### src/rtl/kpscan_pkg.sv
// kpscan_pkg: shared types and constants for the 4x4 keypad scanner.
// Column/row codes are active-low, one zero bit per line.
package kpscan_pkg;

    typedef enum logic [1:0] {
        SCAN,
        DEBOUNCE,
        PRESSED,
        RELEASE
    } state_t;

    typedef logic [3:0] key_t;

    localparam logic [3:0] COL0     = 4'b0111;
    localparam logic [3:0] COL1     = 4'b1011;
    localparam logic [3:0] COL2     = 4'b1101;
    localparam logic [3:0] COL3     = 4'b1110;
    localparam logic [3:0] ROW_IDLE = 4'hF;

    // Bits needed to count 0..n-1, never below 1.
    function automatic int cnt_width(input int n);
        return (n <= 2) ? 1 : $clog2(n);
    endfunction

endpackage

### src/rtl/kpscan_keymap.sv
// kpscan_keymap: combinational (column, row) -> key code lookup.
// one_hot_ok drops when the row pattern is idle or has several keys down.
module kpscan_keymap
    import kpscan_pkg::*;
(
    input  logic [3:0] kpc,
    input  logic [3:0] row,
    output key_t       key_code,
    output logic       one_hot_ok
);

    logic [1:0] ci;
    logic [1:0] ri;

    always_comb begin
        ci = 2'd0;
        ri = 2'd0;
        one_hot_ok = 1'b1;
        unique case (kpc)
            COL0:    ci = 2'd0;
            COL1:    ci = 2'd1;
            COL2:    ci = 2'd2;
            COL3:    ci = 2'd3;
            default: ci = 2'd0;
        endcase
        unique case (row)
            4'b0111: ri = 2'd0;
            4'b1011: ri = 2'd1;
            4'b1101: ri = 2'd2;
            4'b1110: ri = 2'd3;
            default: one_hot_ok = 1'b0;
        endcase
    end

    // Digits 1..9 are row-major in the first three columns.
    always_comb begin
        key_code = 4'h0;
        unique case (1'b1)
            (ci == 2'd3):                key_code = 4'hA + {2'b00, ri};
            (ri == 2'd3 && ci == 2'd0):  key_code = 4'hE;
            (ri == 2'd3 && ci == 2'd1):  key_code = 4'h0;
            (ri == 2'd3 && ci == 2'd2):  key_code = 4'hF;
            default: key_code = 4'd1 + 4'd3 * {2'b00, ri} + {2'b00, ci};
        endcase
    end

endmodule

### src/rtl/kpscan_ctrl.sv
// kpscan_ctrl: 4x4 keypad scanner with press/release debounce and key events.
// Define KPSCAN_REPEAT_EN to add auto-repeat pulses while a key is held.
module kpscan_ctrl
    import kpscan_pkg::*;
#(
    parameter int SCAN_DIV        = 1000,
    parameter int DEBOUNCE_CYCLES = 20000,
    parameter int REPEAT_DELAY    = 25000000,
    parameter int REPEAT_PERIOD   = 5000000
) (
    input  logic       clk,
    input  logic       reset,
    input  logic [3:0] kpr,
    output logic [3:0] kpc,
    output logic       key_valid,
    output key_t       key_code,
    output logic       key_held
);

    localparam int DIV_W = cnt_width(SCAN_DIV);
    localparam int CNT_W = cnt_width(DEBOUNCE_CYCLES);
    localparam logic [DIV_W-1:0] DIV_LAST = DIV_W'(SCAN_DIV - 1);
    localparam logic [CNT_W-1:0] CNT_LAST = CNT_W'(DEBOUNCE_CYCLES - 1);

    if (SCAN_DIV < 4 || DEBOUNCE_CYCLES < 1 ||
        REPEAT_DELAY < 1 || REPEAT_PERIOD < 1) begin : g_bad_param
        $error("kpscan_ctrl: parameter out of range");
    end

    state_t           state;
    state_t           state_n;
    logic [3:0]       kpr_m;
    logic [3:0]       kpr_s;
    logic [3:0]       row_q;
    logic [DIV_W-1:0] div;
    logic [CNT_W-1:0] cnt;

    logic dwell_end;
    logic row_hit;
    logic row_same;
    logic cnt_done;
    logic adv;
    logic capture;
    logic fire;
    logic rel_done;
    logic cnt_inc;
    logic rep_fire;
    key_t map_code;
    logic one_hot_ok;

    kpscan_keymap u_keymap (
        .kpc        (kpc),
        .row        (row_q),
        .key_code   (map_code),
        .one_hot_ok (one_hot_ok)
    );

    assign dwell_end = (div == DIV_LAST);
    assign row_hit   = (kpr_s != ROW_IDLE);
    assign row_same  = (kpr_s == row_q);
    assign cnt_done  = (cnt == CNT_LAST);

    always_ff @(posedge clk) begin
        if (reset) state <= SCAN;
        else       state <= state_n;
    end

    always_comb begin
        state_n  = state;
        adv      = 1'b0;
        capture  = 1'b0;
        fire     = 1'b0;
        rel_done = 1'b0;
        cnt_inc  = 1'b0;
        unique case (state)
            SCAN: begin
                if (dwell_end) begin
                    if (row_hit) begin
                        capture = 1'b1;
                        state_n = DEBOUNCE;
                    end else begin
                        adv = 1'b1;
                    end
                end
            end
            DEBOUNCE: begin
                if (!row_same || !one_hot_ok) begin
                    adv     = 1'b1;
                    state_n = SCAN;
                end else if (cnt_done) begin
                    fire    = 1'b1;
                    state_n = PRESSED;
                end else begin
                    cnt_inc = 1'b1;
                end
            end
            PRESSED: begin
                if (!row_same) state_n = RELEASE;
            end
            RELEASE: begin
                // Any non-idle row restarts the release count.
                if (row_hit) begin
                    cnt_inc = 1'b0;
                end else if (cnt_done) begin
                    rel_done = 1'b1;
                    adv      = 1'b1;
                    state_n  = SCAN;
                end else begin
                    cnt_inc = 1'b1;
                end
            end
            default: state_n = SCAN;
        endcase
    end

    always_ff @(posedge clk) begin
        if (reset) begin
            kpr_m     <= ROW_IDLE;
            kpr_s     <= ROW_IDLE;
            row_q     <= ROW_IDLE;
            kpc       <= COL0;
            div       <= '0;
            cnt       <= '0;
            key_valid <= 1'b0;
            key_code  <= 4'h0;
            key_held  <= 1'b0;
        end else begin
            kpr_m <= kpr;
            kpr_s <= kpr_m;
            div   <= (state == SCAN && !dwell_end) ? div + DIV_W'(1) : '0;
            cnt   <= cnt_inc ? cnt + CNT_W'(1) : '0;
            if (capture) row_q <= kpr_s;
            if (adv)     kpc   <= {kpc[0], kpc[3:1]};
            key_valid <= fire | rep_fire;
            if (fire) begin
                key_code <= map_code;
                key_held <= 1'b1;
            end
            if (rel_done) key_held <= 1'b0;
        end
    end

`ifdef KPSCAN_REPEAT_EN
    localparam int REP_MAX = (REPEAT_DELAY > REPEAT_PERIOD) ? REPEAT_DELAY
                                                            : REPEAT_PERIOD;
    localparam int REP_W = cnt_width(REP_MAX);

    logic [REP_W-1:0] rep_cnt;
    logic             rep_first;
    logic             rep_hit;

    // First repeat waits the long delay, later ones the short period.
    assign rep_hit  = rep_first ? (rep_cnt == REP_W'(REPEAT_DELAY - 1))
                                : (rep_cnt == REP_W'(REPEAT_PERIOD - 1));
    assign rep_fire = (state == PRESSED) && (state_n == PRESSED) && rep_hit;

    always_ff @(posedge clk) begin
        if (reset || state != PRESSED) begin
            rep_cnt   <= '0;
            rep_first <= 1'b1;
        end else if (rep_hit) begin
            rep_cnt   <= '0;
            rep_first <= 1'b0;
        end else begin
            rep_cnt <= rep_cnt + REP_W'(1);
        end
    end
`else
    assign rep_fire = 1'b0;
`endif

endmodule

### config.mk
export PLATFORM = sky130hd
export DESIGN_NAME = kpscan_ctrl
export DESIGN_NICKNAME = d
export VERILOG_FILES = /design/src/rtl/kpscan_pkg.sv /design/src/rtl/kpscan_keymap.sv /design/src/rtl/kpscan_ctrl.sv
export SDC_FILE = /design/constraint.sdc
export NUM_CORES = 1
export LEC_CHECK = 0
export CORE_ASPECT_RATIO = 1.4
export CORE_MARGIN = 4
export CORE_UTILIZATION = 40
export CTS_BUF_LIST = sky130_fd_sc_hd__clkbuf_4
export CTS_CLUSTER_SIZE = 8
export DETAILED_ROUTE_END_ITERATION = 10
export GPL_TIMING_DRIVEN = 1
export SLEW_MARGIN = 30
export SYNTH_ARGS = -nofsm -noshare
export SYNTH_HDL_FRONTEND = slang
export SYNTH_SLANG_ARGS = --single-unit
### constraint.sdc
create_clock -name clk -period 3.7 [get_ports clk]
set_clock_uncertainty 0.15 [all_clocks]
set_input_delay 0.74 -clock clk [delete_from_list [all_inputs] [get_ports clk]]
set_output_delay 0.74 -clock clk [all_outputs]
set_load 0.005 [all_outputs]
==> results.sh <==
export IMPL_antenna_found_initial=0
export IMPL_synth_cells=263
export IMPL_synth_xor_area_frac=0.1139
export IMPL_clockBufferDepth=2
export IMPL_grt_ovfl_total=0
export IMPL_drc=0
export IMPL_r2r_slack_ps=910
export IMPL_cts_max_level=2
export IMPL_period_share=0.7551
export IMPL_slowest_stage="fa_1"
export IMPL_synth_ff_latch_count=49
export IMPL_worstPathCellList="xor2_1 > nand3_1 > fa_1 > fa_1 > xnor2_1 > o21ai_0 > a221oi_1 > mux2i_1 > nor2_1"
export IMPL_switching_share=0.2059
export IMPL_yosys_warnings=0
export IMPL_rsz0062_at_grt="false"
export IMPL_synthMuxAreaShare=0.02938
export IMPL_setup_viol=0
export IMPL_cp_required_ps=3860
export IMPL_power_density_nw_per_um2=358.4
export IMPL_postCtsHoldBufs=0
export IMPL_ioPinCount=16
export IMPL_p_leak_nw=1.035
export IMPL_synth_fa_ha_area_frac=0.04827
export IMPL_ys_types=45
export IMPL_slew_headroom=0.5584
export IMPL_area_growth_pct=12.49
export IMPL_path_delay_family="adder cells"
export IMPL_power_frac_seq=0.561
export IMPL_status="completed"
export IMPL_hold_slack_ps=278.5
export IMPL_numCtsBuffers=5
export IMPL_rows=33
export IMPL_post_cts_resized=0
export IMPL_path_class="flop to flop"
export IMPL_endpoint_kind="flop"
export IMPL_dpl_cell_count=339
export IMPL_drive_gt1_frac=0.06859
export IMPL_timing_fmax_mhz=357.9
export IMPL_dieWidth_um=73.26
export IMPL_synth_top_area_cell="dfxtp_1"
export IMPL_dp_hpwl_um=3191
export IMPL_avgSynthCellArea_um2=9.068
export IMPL_wl_per_cell_um=12.65
export IMPL_switching_power_uw=197.9
export IMPL_grt_usage=0.1331
export IMPL_core_area_um2=5822
export IMPL_clock_sinks=49
export IMPL_dieArea_um2=7279
export IMPL_synth_compound_area_frac=0.06925
export IMPL_synth_area_leaders="dfxtp_1 41%, xor2_1 6.2%, nor2_1 6.0%"
export IMPL_grt_pass1_vias=1753
export IMPL_min_path_type="flop to flop"
export IMPL_cts_tree="done"
export IMPL_grt_max_degree=30
export IMPL_worstMarginPinSlew_ps=657.0
export IMPL_hold_violations=0
export IMPL_n_antenna_cell=0
export IMPL_yosys_area_share_simple=0.2865
export IMPL_cts_clk_slew_worst_paths_ps=160
export IMPL_tns_ps=0
export IMPL_pwr_share_comb=0.032
export IMPL_drt_iter0_drc=82
export IMPL_final_antenna_net_count=0
export IMPL_via_per_inst=5.187
export IMPL_layout_common_cells="49 x dfxtp_1, 38 x nor2_1, 17 x xor2_1"
export IMPL_dr_pass1_iters=4
export IMPL_irDropWorstVdd_v=0.0001567
export IMPL_final_common_cell="dfxtp_1"
export IMPL_vias=1800
export IMPL_arrival_ps=2960
export IMPL_synth_seq_area_share=0.4113
export IMPL_total_power_uw=961.4
export IMPL_initial_core_util=0.4096
export IMPL_fin_cells=347
export IMPL_synth_top_area_share=0.4113
export IMPL_cts_root_buf="clkbuf_4"
export IMPL_cts_setup_buffers=0
export IMPL_maxCapViolCount=0
export IMPL_routed_wl_um=4390
export IMPL_worst_path_most_repeated_cell="fa_1"
export IMPL_p_clk_frac=0.407
export IMPL_cell_internal_pwr_uw=763.4
export IMPL_synth_top_family_by_area="simple AND/OR/NAND/NOR gates"
export IMPL_clk_latency_ps=370
export IMPL_nets=290
export IMPL_path_buf_inv=0
export IMPL_start_kind="flop"
export IMPL_io_buffers=15
export IMPL_syn_area_um2=2385
export IMPL_fin_util=0.4608
export IMPL_slew_violations=0
export IMPL_grt_pass1_wl_um=7769
export IMPL_cp_max_fo=7
export IMPL_syn_num_nets=277
export IMPL_critPathMaxStageDelay_ps=560
export IMPL_fin_crit_ps=2794
export IMPL_die_height_um=99.36
export IMPL_globalplace_congestion=0.7625
[area by class of cell]
type	instances	area [um2]
clock buffer	5	37.54
tap	70	87.58
sequential	49	980.9
multi-input combinational	192	1305
inverter	12	45.04
clock inverter	3	68.82
timing repair buffer	16	157.7
fill	579	3139
[power by group through the flow]
| stage | Combinational [mW] | Sequential [mW] | Clock (mW) |
|---|---|---|---|
| floorplan | 0.0207 | 0.549 | 0 |
| global placement | 0.0308 | 0.551 | 0 |
| detailed placement | 0.0314 | 0.551 | 0 |
| CTS | 0.0317 | 0.540 | 0.407 |
| global route | 0.0347 | 0.541 | 0.425 |
| finish | 0.0308 | 0.539 | 0.391 |
[registers in the layout, summed over array words and instances (netlist names), named ones only]
| name | flops |
|---|---|
| kpr_s | 4 |
| key_held | 1 |
| kpc | 4 |
| key_valid | 1 |
| kpr_m | 4 |
| row_q | 4 |
| state | 1 |
| cnt | 15 |
| div | 10 |
| key_code | 4 |
[final timing paths]
path,from,cells after the start,to
max,row_q[0],9,key_code[2]
min,kpr_m[3],1,kpr_s[3]
max reg2reg,row_q[0],9,key_code[2]
min reg2reg,kpr_m[3],1,kpr_s[3]
[Yosys cell counts, drive strengths merged]
| cell type | count |
|---|---|
| dfxtp | 49 |
| nor2 | 38 |
| xor2 | 17 |
| xnor2 | 14 |
| nand3 | 13 |
| inv | 12 |
| nand2 | 12 |
| and3 | 11 |
| or2 | 8 |
| clkbuf | 7 |
| mux2i | 7 |
| nand4 | 7 |
| nor2b | 7 |
| nor3 | 7 |
| ha | 6 |
| a211o | 4 |
| o21ai | 4 |
| a21oi | 3 |
| buf | 3 |
| nand4b | 3 |
| nor4 | 3 |
| nor4bb | 3 |
| and4 | 2 |
| fa | 2 |
| nand2b | 2 |
| nand3b | 2 |
| o211ai | 2 |
| a2111o | 1 |
| a2111oi | 1 |
| a211oi | 1 |
| a21o | 1 |
| a221oi | 1 |
| a222oi | 1 |
| a311oi | 1 |
| and2 | 1 |
| and3b | 1 |
| and4b | 1 |
| nor3b | 1 |
| nor4b | 1 |
| o32ai | 1 |
| o41ai | 1 |
| or3 | 1 |
[cell families after synthesis]
kind of cell | after synthesis
adder cells (fa/ha/maj) | 8
flip-flops | 49
AO/OA/AOI/OAI | 22
XOR/XNOR | 31
buffers and inverters | 22
AND/OR/NAND/NOR | 124
multiplexers | 7
[worst reg2reg max path, delay by kind of cell (launching register included)]
kind	cells	cell delay (ps)
AO/OA/AOI/OAI	2	360
XOR/XNOR	2	390
adder cells (fa/ha/maj)	2	980
flip-flops	1	500
multiplexers	1	110
AND/OR/NAND/NOR	2	260
[per-layer routing]
| layer | vias up | wire length, um | GRT usage |
|---|---|---|---|
| li1 | 933 | - | - |
| met1 | 851 | 1935 | 0.1496 |
| met2 | 10 | 2322 | 0.2371 |
| met3 | 6 | 68 | 0.03337 |
| met4 | 0 | 64 | 0.04688 |
| met5 | - | 0 | 0 |
[per-stage QoR]
stage	setup slack, ps	instance area [um2]
floorplan	1072	2385
global placement	1039	2576
detailed placement	952.6	2576
CTS	907.8	2683
global route	740.4	2683
finish	906.0	2683
No activity file was read; power rests on OpenSTA's default activity.
==> patch 1: new RTL, same settings <==
Add a define of `KPSCAN_REPEAT_EN`.
--- a/src/rtl/kpscan_ctrl.sv
+++ b/src/rtl/kpscan_ctrl.sv
@@ -2,2 +2,4 @@
 // Define KPSCAN_REPEAT_EN to add auto-repeat pulses while a key is held.
+`define KPSCAN_REPEAT_EN
+
 module kpscan_ctrl
Behaviour: no difference found for any inputs over 10 cycles, from zero or initial values and one cycle with reset high; that may be too few to reach the edited logic, so the function may still have changed.
==> patch 1 against the original RTL <==
Sequential share of layout area increased by 2.3 points; highest routed layer unchanged; final area grew 44%; non-clock buffer count unchanged; synthesized area up 48%; sequential cell count grew 26; critical endpoint is now key_code[3]$_SDFFE_PP0P_; largest cell class unchanged; hold slack worse by 0.0054 ns; worst setup slack lost 0.10 ns; routed wire length grew 45%; total power up 41%; largest power group unchanged.
==> patch 1: results (changes against the original RTL) <==
{
  "cells_and_area": {
    "largest_registers": "rep_cnt: 25 flops, cnt: 15 flops, div: 10 flops",
    "layout.nets": {"value": 423, "change": "+46%"},
    "filler_cell_count": {"value": 856, "change": "+48%"},
    "drive_gt1_share": {"value": 9.20, "unit": "%", "change": "+2.3 points"},
    "layout.cells.non_filler": {"value": 518, "change": "+49%"}
  },
  "global_routing": {
    "grt_max_degree": {"value": 26, "change": "-13%"},
    "grtUsageTotal": {"value": 13.5, "unit": "%", "change": "+0.19 points"},
    "grt_first_pass_wirelength": {"value": 11300, "unit": "um", "change": "+46%"},
    "via_count_of_the_first_global_routing_pass": {"value": 2599, "change": "+48%"}
  },
  "clocking": {
    "cts_buffers": {"value": 9, "change": "+4"},
    "cts_buffer_depth": {"value": 2, "change": "unchanged"},
    "cts_max_level": {"value": 3, "change": "+1"},
    "clock_latency": {"value": 0.42, "unit": "ns", "change": "+0.05 ns"},
    "clk_pin_slew_worst_paths": {"value": 0.12, "unit": "ns", "change": "-0.04 ns"}
  },
  "route": {
    "count_of_routing_violations_after_the_opening_detailed_route_iteration": {"value": 100, "change": "+22%"},
    "routed_via_density": {"value": 5.16, "change": "-0.48%"},
    "drt_wl_total": {"value": 6380, "unit": "um", "change": "+45%"}
  },
  "yosys": {
    "share_of_synthesized_area_occupied_by_flip_flops_and_latches": {"value": 42.7, "unit": "%", "change": "+1.5 points"},
    "synthTopCellsByCount": "sky130_fd_sc_hd__dfxtp_1, sky130_fd_sc_hd__nor2_1, sky130_fd_sc_hd__xor2_1",
    "synth_cell_types": {"value": 56, "change": "+24%"},
    "synthesis.nets": {"value": 409, "change": "+48%"},
    "synth.area.top_cells": "sky130_fd_sc_hd__dfxtp_1, sky130_fd_sc_hd__xor2_1, sky130_fd_sc_hd__nor2_1",
    "syn_avg_cell_area": {"value": 8.93, "unit": "sq um", "change": "-1.5%"}
  },
  "power": {
    "p_leak": {"value": 1.34, "unit": "nW", "change": "+30%"},
    "ir_drop_worst_case_vdd": {"value": 0.000348, "unit": "V", "change": "+120%"}
  },
  "placement": {
    "place.detailed.instances": {"value": 502, "change": "+48%"},
    "detailed_place_hpwl": {"value": 4590, "unit": "um", "change": "+44%"},
    "gp_congestion": {"value": 0.787, "change": "+3.2%"}
  },
  "setup_path": {
    "critical_path_arrival": {"value": 3.08, "unit": "ns", "change": "+0.12 ns"},
    "worst-r2r-cell-count": {"value": 11, "change": "+2"},
    "r2r_slack": {"value": 0.80, "unit": "ns", "change": "-0.10 ns"},
    "timing.critical_path.to": "key_code[3]$_SDFFE_PP0P_",
    "worst-path-max-fanout": {"value": 5, "change": "-2"},
    "critPathMaxStageDelay_ns": 0.55
  },
  "outcome": {
    "outcome": "finished, final reports clean"
  },
  "timing": {
    "slew-limit-headroom": {"value": 46.0, "unit": "%", "change": "-9.9 points"}
  }
}
-- patch 1: layer usage --
layer  vias to the layer above  track usage (%)  wire length (um)
li1                       1386                -                 -
met5                         -                0                 0
met2                        34             21.8              3020
met4                         0             8.35               197
met1                      1238             15.7              2970
met3                        16             3.18               197
-- patch 1: layout make-up --
class,count,area (sq um),share of cell area (%)
clock buffer,9,67.6,1.75
clock inverter,7,68.8,1.78
inverter,15,56.3,1.46
multi-input combinational,291,1880,48.7
sequential,75,1500,38.9
tap,105,131,3.40
timing repair buffer,16,158,4.08
-- patch 1: logic make-up after synthesis --
logic type,count (synthesis),share of synthesized area [%]
xor+xnor,54,13.4
compound gates,31,6.90
flops,75,42.7
buf+inv,28,3.95
simple gates,193,28.3
fa+ha+maj,9,3.63
mux,4,1.14
-- patch 1: worst min-delay path by stage --
stage | slack, ns | start | end | cells past startpoint
finish | 0.27 | kpr_m[0]$_SDFF_PP1_ | kpr_s[0]$_SDFF_PP1_ | 1
global route | 0.28 | kpr_m[1]$_SDFF_PP1_ | kpr_s[1]$_SDFF_PP1_ | 1
CTS | 0.28 | kpr_m[0]$_SDFF_PP1_ | kpr_s[0]$_SDFF_PP1_ | 1
detailed placement | 0.25 | kpr_m[0]$_SDFF_PP1_ | kpr_s[0]$_SDFF_PP1_ | 1
global placement | 0.24 | kpr_m[1]$_SDFF_PP1_ | kpr_s[1]$_SDFF_PP1_ | 1
floorplan | 0.24 | kpr_m[0]$_SDFF_PP1_ | kpr_s[0]$_SDFF_PP1_ | 1
-- patch 1: power breakdown --
part           total (mW)  switching (mW)  leakage [nW]  internal (mW)
Sequential          0.823         0.00697         0.607          0.816
Clock               0.493           0.291        0.0616          0.202
Combinational      0.0365          0.0183         0.676         0.0182
Total                1.35           0.316          1.34           1.04
-- patch 1: metrics by stage --
stage / setup WS, ns / hold WS (ns) / util, % / cell area [sq um]
floorplan: 0.901 / 0.239 / - / 3520
CTS: 0.789 / 0.277 / 44.9 / 3860
global route: 0.569 / 0.285 / 44.9 / 3860
detailed placement: 0.817 / 0.247 / 43.3 / 3730
finish: 0.802 / 0.273 / 44.9 / 3860
global placement: 0.862 / 0.243 / 43.3 / 3730
==> patch 2: new RTL, config.mk and constraints unchanged <==
Without the edit above. Remove the register `key_valid`: a continuous assignment takes its place, so the output `key_valid` follows one clock earlier.
--- a/src/rtl/kpscan_ctrl.sv
+++ b/src/rtl/kpscan_ctrl.sv
@@ -123,3 +123,2 @@
             cnt       <= '0;
-            key_valid <= 1'b0;
             key_code  <= 4'h0;
@@ -133,3 +132,2 @@
             if (adv)     kpc   <= {kpc[0], kpc[3:1]};
-            key_valid <= fire | rep_fire;
             if (fire) begin
@@ -141,2 +139,4 @@
     end
+
+    assign key_valid = fire | rep_fire;
 
Behaviour: no difference found for any inputs over 10 cycles, from zero or initial values and one cycle with reset high; that may be too few to reach the edited logic, so the function may still have changed.
==> patch 2 against the original RTL <==
Sequential cell count down 1; synthesized area down 1.9%; synthesized cell count down 0.38%; final area down 2.1%; routed wire length down 5.5%; total power down 11%; non-clock buffer count up 1; worst setup slack worse by 0.59 ns; critical path type is now reg2out; largest power group unchanged; highest routed layer unchanged.
==> patch 2: results (changes against the original RTL) <==
{
  "setup_path": {
    "r2r-start": "row_q[1]$_SDFFE_PP1P_",
    "timing.critical_path.to": "key_valid",
    "worst-path-max-fanout": {"value": 4, "change": "-3"},
    "cp-startpoint": "cnt[1]$_SDFF_PP0_",
    "worst-r2r-cell-count": {"value": 10, "change": "+1"},
    "critical_path_arrival": {"value": 2.50, "unit": "ns", "change": "-0.46 ns"},
    "timing.rr.end": "key_code[3]$_SDFFE_PP0P_"
  },
  "power": {
    "netSwitchingFraction": {"value": 20.7, "unit": "%", "change": "+0.14 points"}
  },
  "timing": {
    "finalHoldWorstSlack": {"value": 0.274, "unit": "ns", "change": "-0.00434 ns"},
    "period_share": {"value": 91.6, "unit": "%", "change": "+16 points"}
  },
  "clocking": {
    "post_cts_resize_count": {"value": 4, "change": "+4"},
    "clock_tree_sinks": {"value": 48, "change": "-2.0%"},
    "clk_pin_slew_worst_paths": {"value": 0.13, "unit": "ns", "change": "-0.03 ns"}
  },
  "yosys": {
    "synth_xor_xnor_area_share": {"value": 11.6, "unit": "%", "change": "+0.23 points"},
    "synthTopCellsByCount": "sky130_fd_sc_hd__dfxtp_1, sky130_fd_sc_hd__nor2_1, sky130_fd_sc_hd__nand2_1",
    "synth_cell_types": {"value": 43, "change": "-4.4%"},
    "synthesis.nets": {"value": 276, "change": "-0.36%"},
    "post_synthesis_compound_gate_area_fraction": {"value": 6.21, "unit": "%", "change": "-0.72 points"},
    "share_of_synthesized_area_occupied_by_flip_flops_and_latches": {"value": 41.1, "unit": "%", "change": "-0.042 points"},
    "synthMuxAreaShare": {"value": 4.71, "unit": "%", "change": "+1.8 points"}
  },
  "global_routing": {
    "grt_max_degree": {"value": 18, "change": "-40%"}
  },
  "min_path": {
    "whs_endpoint": "kpr_s[0]$_SDFF_PP1_"
  },
  "route": {
    "drt_wl_total": {"value": 4150, "unit": "um", "change": "-5.5%"},
    "route.vias.total": {"value": 1791, "change": "-0.50%"},
    "routed_via_density": {"value": 5.21, "change": "+0.37%"}
  },
  "cells_and_area": {
    "fin_util": {"value": 46.8, "unit": "%", "change": "+0.75 points"},
    "nNonClkBuffers": {"value": 17, "change": "+1"},
    "multi_input_comb_area": {"value": 1290, "unit": "sq um", "change": "-0.86%"},
    "seq-cell-share": {"value": 36.7, "unit": "%", "change": "+0.087 points"},
    "filler_cell_count": {"value": 565, "change": "-2.4%"}
  },
  "outcome": {
    "outcome": "finished, final reports clean"
  },
  "placement": {
    "dp_slack": {"value": 0.335, "unit": "ns", "change": "-0.618 ns"}
  }
}
[patch 2: changes by cell type after synthesis, sizes merged, moves of 3 or more]
cell and delta:
a211o -4, and3 -8, mux2i +4, nand2 +9, nand3 +4, nor2 +5
nor2b -5, nor4bb -3
[patch 2: critical path, cell delays in order, from the launching register on]
cell                            delay (ns)
sky130_fd_sc_hd__dfxtp_1              0.38
sky130_fd_sc_hd__ha_2                 0.22
sky130_fd_sc_hd__or4b_4               0.48
sky130_fd_sc_hd__or4_4                0.56
sky130_fd_sc_hd__nor4b_4              0.24
sky130_fd_sc_hd__dlygate4sd2_1        0.26
[patch 2: logic make-up (layout without fill, tap and decap cells)]
family	count (synthesis)	after routing
fa+ha+maj	8	8
flops	48	48
xor+xnor	31	31
mux	11	11
simple gates	122	122
compound gates	19	19
buf+inv	23	37
[patch 2: routing by layer]
metal	wire [um]	global-route usage, %	up-vias
met5	0	0	-
met4	76	5.11	0
met3	89	2.45	6
met2	2120	20.9	13
met1	1860	15.3	850
li1	-	-	922
